--- src/rtl/bcd_disp_pkg.sv ---
// bcd_disp_pkg: shared scan states and 7-segment patterns for the BCD display path
package bcd_disp_pkg;
    typedef enum logic [1:0] {
        S_GE  = 2'd0,
        S_SHI = 2'd1,
        S_BAI = 2'd2
    } state_t;
    localparam logic [6:0] SEG_0    = 7'b0111111;
    localparam logic [6:0] SEG_1    = 7'b0000110;
    localparam logic [6:0] SEG_2    = 7'b1011011;
    localparam logic [6:0] SEG_3    = 7'b1001111;
    localparam logic [6:0] SEG_4    = 7'b1100110;
    localparam logic [6:0] SEG_5    = 7'b1101101;
    localparam logic [6:0] SEG_6    = 7'b1111101;
    localparam logic [6:0] SEG_7    = 7'b0000111;
    localparam logic [6:0] SEG_8    = 7'b1111111;
    localparam logic [6:0] SEG_9    = 7'b1101111;
    localparam logic [6:0] SEG_DASH = 7'b1000000;
    localparam logic [6:0] SEG_OFF  = 7'b0000000;
endpackage

--- src/rtl/seg7_decode.sv ---
// seg7_decode: BCD digit to {g..a} segments, dash for codes A-F
module seg7_decode
    import bcd_disp_pkg::*;
(
    input  logic [3:0] bcd,
    output logic [6:0] seg
);
    always_comb begin
        case (bcd)
            4'd0:    seg = SEG_0;
            4'd1:    seg = SEG_1;
            4'd2:    seg = SEG_2;
            4'd3:    seg = SEG_3;
            4'd4:    seg = SEG_4;
            4'd5:    seg = SEG_5;
            4'd6:    seg = SEG_6;
            4'd7:    seg = SEG_7;
            4'd8:    seg = SEG_8;
            4'd9:    seg = SEG_9;
            default: seg = SEG_DASH;
        endcase
    end
endmodule

--- src/rtl/bcd_seg_scan.sv ---
// bcd_seg_scan: 3-digit multiplexed 7-segment scanner with frame-synchronous update
module bcd_seg_scan
    import bcd_disp_pkg::*;
#(
    parameter int CLK_DIV = 50000
) (
    input  logic       clk,
    input  logic       rst,
    input  logic [3:0] bai,
    input  logic [3:0] shi,
    input  logic [3:0] ge,
    input  logic       load,
    input  logic       blank_en,
    output logic [6:0] seg,
    output logic [2:0] dig_sel,
    output logic       frame
);
    localparam int CW = $clog2(CLK_DIV);
    logic [CW-1:0] cnt;
    logic          tick, boundary, blank, pend_valid;
    state_t        state, state_nx;
    logic [3:0]    pend_bai, pend_shi, pend_ge, disp_bai, disp_shi, disp_ge, cur;
    logic [6:0]    dec;
    assign tick     = cnt == CW'(CLK_DIV - 1);
    assign boundary = tick && state == S_BAI;
    always_comb begin
        state_nx = state;
        if (tick)
            state_nx = state == S_GE ? S_SHI : state == S_SHI ? S_BAI : S_GE;
    end
    always_ff @(posedge clk or posedge rst) begin
        if (rst) begin
            cnt   <= '0;
            state <= S_GE;
        end else begin
            cnt   <= tick ? '0 : cnt + 1'b1;
            state <= state_nx;
        end
    end
    // A load on the boundary cycle lands in pend after the old pend moved to disp
    always_ff @(posedge clk or posedge rst) begin
        if (rst) begin
            pend_bai   <= '0;
            pend_shi   <= '0;
            pend_ge    <= '0;
            pend_valid <= 1'b0;
            disp_bai   <= '0;
            disp_shi   <= '0;
            disp_ge    <= '0;
        end else begin
            if (load) begin
                pend_bai   <= bai;
                pend_shi   <= shi;
                pend_ge    <= ge;
                pend_valid <= 1'b1;
            end else if (boundary) begin
                pend_valid <= 1'b0;
            end
            if (boundary && pend_valid) begin
                disp_bai <= pend_bai;
                disp_shi <= pend_shi;
                disp_ge  <= pend_ge;
            end
        end
    end
    assign cur   = state == S_BAI ? disp_bai : state == S_SHI ? disp_shi : disp_ge;
    assign blank = blank_en && (state == S_BAI ? disp_bai == 4'd0 :
                                state == S_SHI ? (disp_bai == 4'd0 && disp_shi == 4'd0) : 1'b0);
    seg7_decode u_dec (
        .bcd(cur),
        .seg(dec)
    );
    always_ff @(posedge clk or posedge rst) begin
        if (rst) begin
            seg     <= SEG_OFF;
            dig_sel <= 3'b111;
            frame   <= 1'b0;
        end else begin
            seg     <= blank ? SEG_OFF : dec;
            dig_sel <= state == S_BAI ? 3'b011 : state == S_SHI ? 3'b101 : 3'b110;
            frame   <= boundary;
        end
    end
endmodule

--- config.mk ---
export PLATFORM = sky130hd
export DESIGN_NAME = bcd_seg_scan
export DESIGN_NICKNAME = d
export VERILOG_FILES = /design/src/rtl/bcd_disp_pkg.sv /design/src/rtl/seg7_decode.sv /design/src/rtl/bcd_seg_scan.sv
export SDC_FILE = /design/constraint.sdc
export NUM_CORES = 1
export LEC_CHECK = 0
export CORE_MARGIN = 1
export CORE_UTILIZATION = 25
export CTS_CLUSTER_DIAMETER = 80
export DETAILED_ROUTE_END_ITERATION = 8
export PLACE_DENSITY_LB_ADDON = 0.25
export SLEW_MARGIN = 20
export SYNTH_ARGS = -nofsm -noshare
export SYNTH_HDL_FRONTEND = slang
export SYNTH_SLANG_ARGS = --single-unit
--- constraint.sdc ---
create_clock -name clk -period 3.2 [get_ports clk]
set_clock_uncertainty 0.2 [all_clocks]
set_input_delay 0.64 -clock clk [delete_from_list [all_inputs] [get_ports clk]]
set_output_delay 0.64 -clock clk [all_outputs]
set_load 0.01 [all_outputs]
==> impl_metrics.toml, run 1 <==
[timing]
hold_viol = 0
slew_violations = 0
timing.final.crit_share = 0.8369
rsz0062_at_grt = "no"
fmax_ghz = 0.3734
worstMarginPinSlew_ns = 0.6727
hold_ws_ns = 0.2862
tns_ns = 0
fin_crit_ns = 2.678
finalSetupViolCount = 0
slew_headroom = 0.5515

[worst_setup_path]
end_kind = "register"
crit_path_max_incr_delay_ns = 0.39
path_cells = "inv_1 -> ha_1 -> mux2_2 -> mux2i_1 -> inv_1 -> ha_1 -> or2_2 -> a311oi_1"
cp.buffers_inverters = 2
rrSetupSlack_ns = 0.52
critPathRequiredTime_ns = 3.22
path_class = "reg2reg"
cpLargestDelayFamily = "multiplexers"
crit_slowest_cell = "dfrtp_1"
cp.arrival_ns = 2.70
worstPathMaxFanout = 6
start_kind = "register"

[power_and_ir_drop]
irDropWorstVdd_mv = 0.1619
p_per_area_mw_per_mm2 = 393.5
p_leak_nw = 1.297
p_total_mw = 1.164

[placed_design]
gp_congestion = 0.7652
dp_hpwl_um = 2978
io_buffer_count = 26
dp_cells = 345

[floorplanning]
initial_core_util = 0.2614
rows = 35
die_y_um = 101.0
die_x_um = 101.0
core_area_sq_mm = 0.009371
die-area_sq_mm = 0.01020
pin_count = 27

[detailed_routing]
vias_per_cell = 4.210
drt_pass1_iterations = 3
drt-total-wl_um = 4207
post_drt_wl_per_cell_um = 11.92
drt_iter0_drc = 43
route.detailed.drc = 0
vias = 1486
ant_nets = 0

[synthesis]
synth-edff-count = 0
synth_compound_area_frac = 0.03779
synthArstFlopShare = 1.000
ys.warnings.count = 0
synth.avg_cell_area_sq_um = 12.83
ys_seq_elements = 54
synth_top_area_frac = 0.5209
synth_mux_area_frac = 0.1706
synthFlopType = "dfrtp_1"
synth-xor-area-share = 0.04290
synth_fa_ha_area_frac = 0.04597
yosysUniqueCellTypes = 35
synthTopCellsByArea = "dfrtp_1 (52%), mux2_2 (8.7%), mux2_4 (6.1%)"
synth_fp_nets = 216
yosys.area.top_type = "dfrtp_1"
synth_top_family_by_area = "multiplexers"
yosys.area_share.simple = 0.1185
yosysSeqAreaShare = 0.5531
synth_area_sq_mm = 0.002450
netlist_instances = 191

[finish]
fin_nets = 248
synthToLayoutAreaGrowth_pct = 20.74
drive_gt1_frac = 0.2232
n_antenna_cell = 0
fin_cells = 353

[clock_tree]
cts-root-buf = "clkbuf_8"
clkSinkCount = 54
clockBufferDepth = 2
cts_max_level = 2
cts.clk_slew.worst_paths_ns = 0.11
postCtsResizedCells = 0
clock_latency_ns = 0.31
cts_tree = "done"
post_cts_buffers = 0
cts_buffers = 5
ctsHoldBuffers = 0

[grt]
grt_remaining_overflow = 0
grt_max_degree = 55
grt_pass1_wl_um = 7541
grt_pass1_vias = 1530
antenna_found_initial = 0
grtUsageTotal = 0.09515

[flow_run]
drv_cap = 0

[worst_hold_path]
hold_path.class = "reg2reg"

[status]
status = "finished clean"
-- path summary, 6_finish.rpt --
| path | from | end | depth (start not counted) |
|---|---|---|---|
| max | state[1] | seg[5] | 8 |
| min | cnt[0] | cnt[0] | 1 |
| max reg2reg | state[1] | seg[5] | 8 |
| min reg2reg | cnt[0] | cnt[0] | 1 |
| max in group asynchronous | rst | cnt[5] | 3 |
| min in group asynchronous | rst | seg[5] | 3 |
-- layout make-up --
type                       instances  area, sq um
tap                              129        161.4
fill                             967         6414
sequential                        54         1355
timing repair buffer              29        282.8
inverter                          12        45.04
clock inverter                     3        26.28
clock buffer                       5        68.82
multi-input combinational        121         1018
-- per-stage QoR --
step | area, sq um | utilization | setup WS, ns
after floorplan | 2450 | - | 0.6991
after global placement | 2863 | 0.3055 | 0.6648
after detailed placement | 2863 | 0.3055 | 0.5675
after CTS | 2958 | 0.3156 | 0.5307
after global routing | 2958 | 0.3156 | 0.3234
final | 2958 | 0.3156 | 0.5220
-- kinds of logic (layout without fill, tap and decap cells) --
family / after synthesis / count (layout)
flip-flops: 54 / 54
adder cells (fa/ha/maj): 9 / 9
buffers and inverters: 16 / 49
AO/OA/AOI/OAI: 15 / 15
AND/OR/NAND/NOR: 51 / 51
multiplexers: 34 / 34
XOR/XNOR: 12 / 12
-- layout by cell type (no fill, tap or decap) --
master	n
a21o_1	1
nor3_1	3
a31oi_1	1
or4b_4	1
inv_1	11
mux2_4	10
a21oi_1	2
xor2_1	4
o22ai_1	1
and3_1	1
dfstp_2	3
nor2b_1	1
or4_1	2
ha_1	9
inv_2	1
or3_1	1
nand2_1	11
or4bb_1	2
inv_6	2
clkdlybuf4s50_1	26
a311oi_1	2
or2_2	2
xnor2_1	8
clkinv_4	1
buf_4	3
nand4_1	3
nor2_1	12
clkbuf_8	5
mux2i_2	1
o21ai_0	6
a211oi_1	2
nor4_1	4
dfrtp_1	51
and3_4	1
nand3_1	6
nor4_4	1
mux2_2	19
mux2i_1	4
-- synth_stat cells (3+ instances only) --
cell type  number
dfrtp_1        51
dfstp_2         3
ha_1            9
inv_1          12
mux2_2         19
mux2_4         10
mux2i_1         4
nand2_1        11
nand3_1         6
nand4_1         3
nor2_1         12
nor3_1          3
nor4_1          4
o21ai_0         6
xnor2_1         8
xor2_1          4
-- per-layer routing --
layer,vias up,wire [um],GRT usage,share of wire
met5,-,0,0,0
met4,0,81,0.04348,0.019
met3,6,161,0.02705,0.038
met2,23,1806,0.1391,0.43
met1,727,2159,0.1299,0.51
li1,730,-,-,-
-- registers in the layout, indices dropped and copies added (netlist names) --
| name | count |
|---|---|
| dig_sel | 3 |
| disp_shi | 4 |
| disp_bai | 4 |
| state | 2 |
| pend_valid | 1 |
| pend_shi | 4 |
| cnt | 16 |
| seg | 7 |
| frame | 1 |
| pend_bai | 4 |
| disp_ge | 4 |
| pend_ge | 4 |
-- report_power, final --
| part | total, mW | switching (mW) | internal (mW) |
|---|---|---|---|
| Combinational | 0.0525 | 0.0218 | 0.0307 |
| Sequential | 0.706 | 0.00848 | 0.697 |
| Clock | 0.406 | 0.244 | 0.162 |
| Total | 1.16 | 0.274 | 0.890 |
No activity file was read; power rests on OpenSTA's default activity.
==> run 2: changes to the inputs <==
- clock period: 3.2 -> 2.71 ns (I/O delays scaled with it)
==> impl_metrics.toml, run 2 (synthesis results as in run 1) <==
[worst_setup_path]
crit_slowest_cell = "dfrtp_1"
path_cells = "inv_1 -> ha_1 -> inv_1 -> mux2i_2 -> inv_1 -> ha_1 -> or2_2 -> a311oi_1"
regToRegEndpoint = "seg[5]"
path_class = "reg2reg"
critPathRequiredTime_ns = 2.73
worstPathMaxFanout = 6
crit_path_max_incr_delay_ns = 0.40
rr_startpoint = "state[0]"
start_kind = "register"
reg2reg_depth = 8
crit_top_cell = "inv_1"
end_kind = "register"
rrSetupSlack_ns = 0.24
cp.arrival_ns = 2.49

[placed_design]
preCtsSetupSlack_ns = 0.2055
dp_hpwl_um = 2983
gp_congestion = 0.7765
io_buffer_count = 26

[finish]
final_common_cell = "dfrtp_1"
n_antenna_cell = 0
largest_reg_flops = 16
layout_common_cells = "dfrtp_1 (51), clkdlybuf4s50_1 (26), mux2_2 (19)"
drive_gt1_frac = 0.2345
fin_nets = 250
regMostFlops = "cnt"
top_regs = "cnt x16, seg x7"
fillers = 976
synthToLayoutAreaGrowth_pct = 22.11

[power_and_ir_drop]
switching_share = 0.2354
intPower_mw = 1.056
combPwrFrac = 0.047
p_leak_nw = 1.307
irDropWorstVdd_mv = 0.1889
p_per_area_mw_per_mm2 = 461.5
pwr-share-seq = 0.603
switchingPower_mw = 0.3250
power.share.clock = 0.350

[floorplanning]
rows = 35
initial_core_util = 0.2614
die_y_um = 101.0
pin_count = 27
die_x_um = 101.0
core_area_sq_mm = 0.009371
die-area_sq_mm = 0.01020

[detailed_routing]
ant_nets = 0
drt-total-wl_um = 4248
drt_pass1_iterations = 4
vias_per_cell = 4.200
drt_iter0_drc = 46
route.detailed.drc = 0
post_drt_wl_per_cell_um = 11.97
vias = 1491

[timing]
tns_ns = 0
rsz0062_at_grt = "no"
hold_viol = 0
timing.final.crit_share = 0.9102
slew_headroom = 0.5992
slew_violations = 0
hold_ws_ns = 0.2880
fmax_ghz = 0.4054
finalSetupViolCount = 0
worstMarginPinSlew_ns = 0.5993
fin_ws_ns = 0.2433
fin_crit_ns = 2.467

[grt]
antenna_found_initial = 0
grt_max_degree = 55
grt_pass1_vias = 1496
grt_remaining_overflow = 0
grt_pass1_wl_um = 7472
grtUsageTotal = 0.09557

[clock_tree]
clkSinkCount = 54
cts_buffers = 5
clockBufferDepth = 2
cts-root-buf = "clkbuf_8"
cts.clk_slew.worst_paths_ns = 0.11
clock_latency_ns = 0.31
cts_tree = "done"
post_cts_buffers = 0
cts_max_level = 2

[worst_hold_path]
hp-start = "cnt[0]"
hold_path.class = "reg2reg"
whs_path_depth = 1
hold_end = "cnt[0]"

[flow_run]
drv_cap = 0

[status]
status = "finished clean"
-- run 2: cell types whose count changed in the layout (fill, tap and decap cells not counted), sizes merged --
cell,delta
buf,+2
-- run 2: worst max path at each step --
| stage | end | startpoint | depth (start not counted) | slack, ns |
|---|---|---|---|---|
| finish | seg[5] | state[0] | 8 | 0.24 |
| floorplan | seg[5] | state[1] | 9 | 0.21 |
| global placement | seg[5] | state[0] | 8 | 0.27 |
| global route | seg[5] | state[0] | 8 | 0.06 |
| CTS | seg[5] | state[0] | 8 | 0.18 |
| detailed placement | seg[5] | state[0] | 8 | 0.21 |
-- run 2: what timing repair did --
item                       CTS  global route
hold buffers                 0             0
setup endpoints to repair    0             2
resized for setup            0             2
-- run 2: through the flow --
step | instance area [sq um] | utilization | std cells | power [mW]
CTS | 2988 | 0.3188 | 355 | 1.414
finish | 2992 | 0.3192 | 355 | 1.381
floorplan | 2450 | - | 191 | 0.8787
global placement | 2890 | 0.3084 | 347 | 0.9156
global route | 2992 | 0.3192 | 355 | 1.448
detailed placement | 2890 | 0.3084 | 347 | 0.9164
-- run 2: worst max-delay path, delay by kind of cell (launching register included) --
kind	cells	cell delay [ns]
AO/OA/AOI/OAI	1	0.27
buffers and inverters	3	0.41
multiplexers	1	0.34
AND/OR/NAND/NOR	1	0.30
adder cells (fa/ha/maj)	2	0.46
flip-flops	1	0.40
-- run 2: power by group through the flow --
stage / logic [mW] / registers, mW / clock network, mW
5_1_grt: 0.0728 / 0.836 / 0.540
6_report: 0.0646 / 0.833 / 0.483
4_1_cts: 0.0674 / 0.833 / 0.513
3_5_place_dp: 0.0672 / 0.849 / 0
3_3_place_gp: 0.0664 / 0.849 / 0
2_1_floorplan: 0.0336 / 0.845 / 0
-- run 2: final cells by class --
class | instances | area (sq um) | area share
clock inverter | 3 | 28.78 | 0.009619
timing repair buffer | 31 | 310.3 | 0.1037
clock buffer | 5 | 68.82 | 0.02300
multi-input combinational | 121 | 1022 | 0.3417
tap | 129 | 161.4 | 0.05395
sequential | 54 | 1355 | 0.4529
inverter | 12 | 45.04 | 0.01506
-- run 2: layer usage --
metal  part of all wire  GRT usage
met4              0.021    0.04682
met5                  0          0
met3              0.029    0.01872
met2               0.43     0.1386
met1               0.52     0.1355
==> run 3: changes to the inputs <==
- CAP_MARGIN: unset -> 20
==> results of run 3 <==
No change in the layout: final DEF, timing and power equal those of run 2.
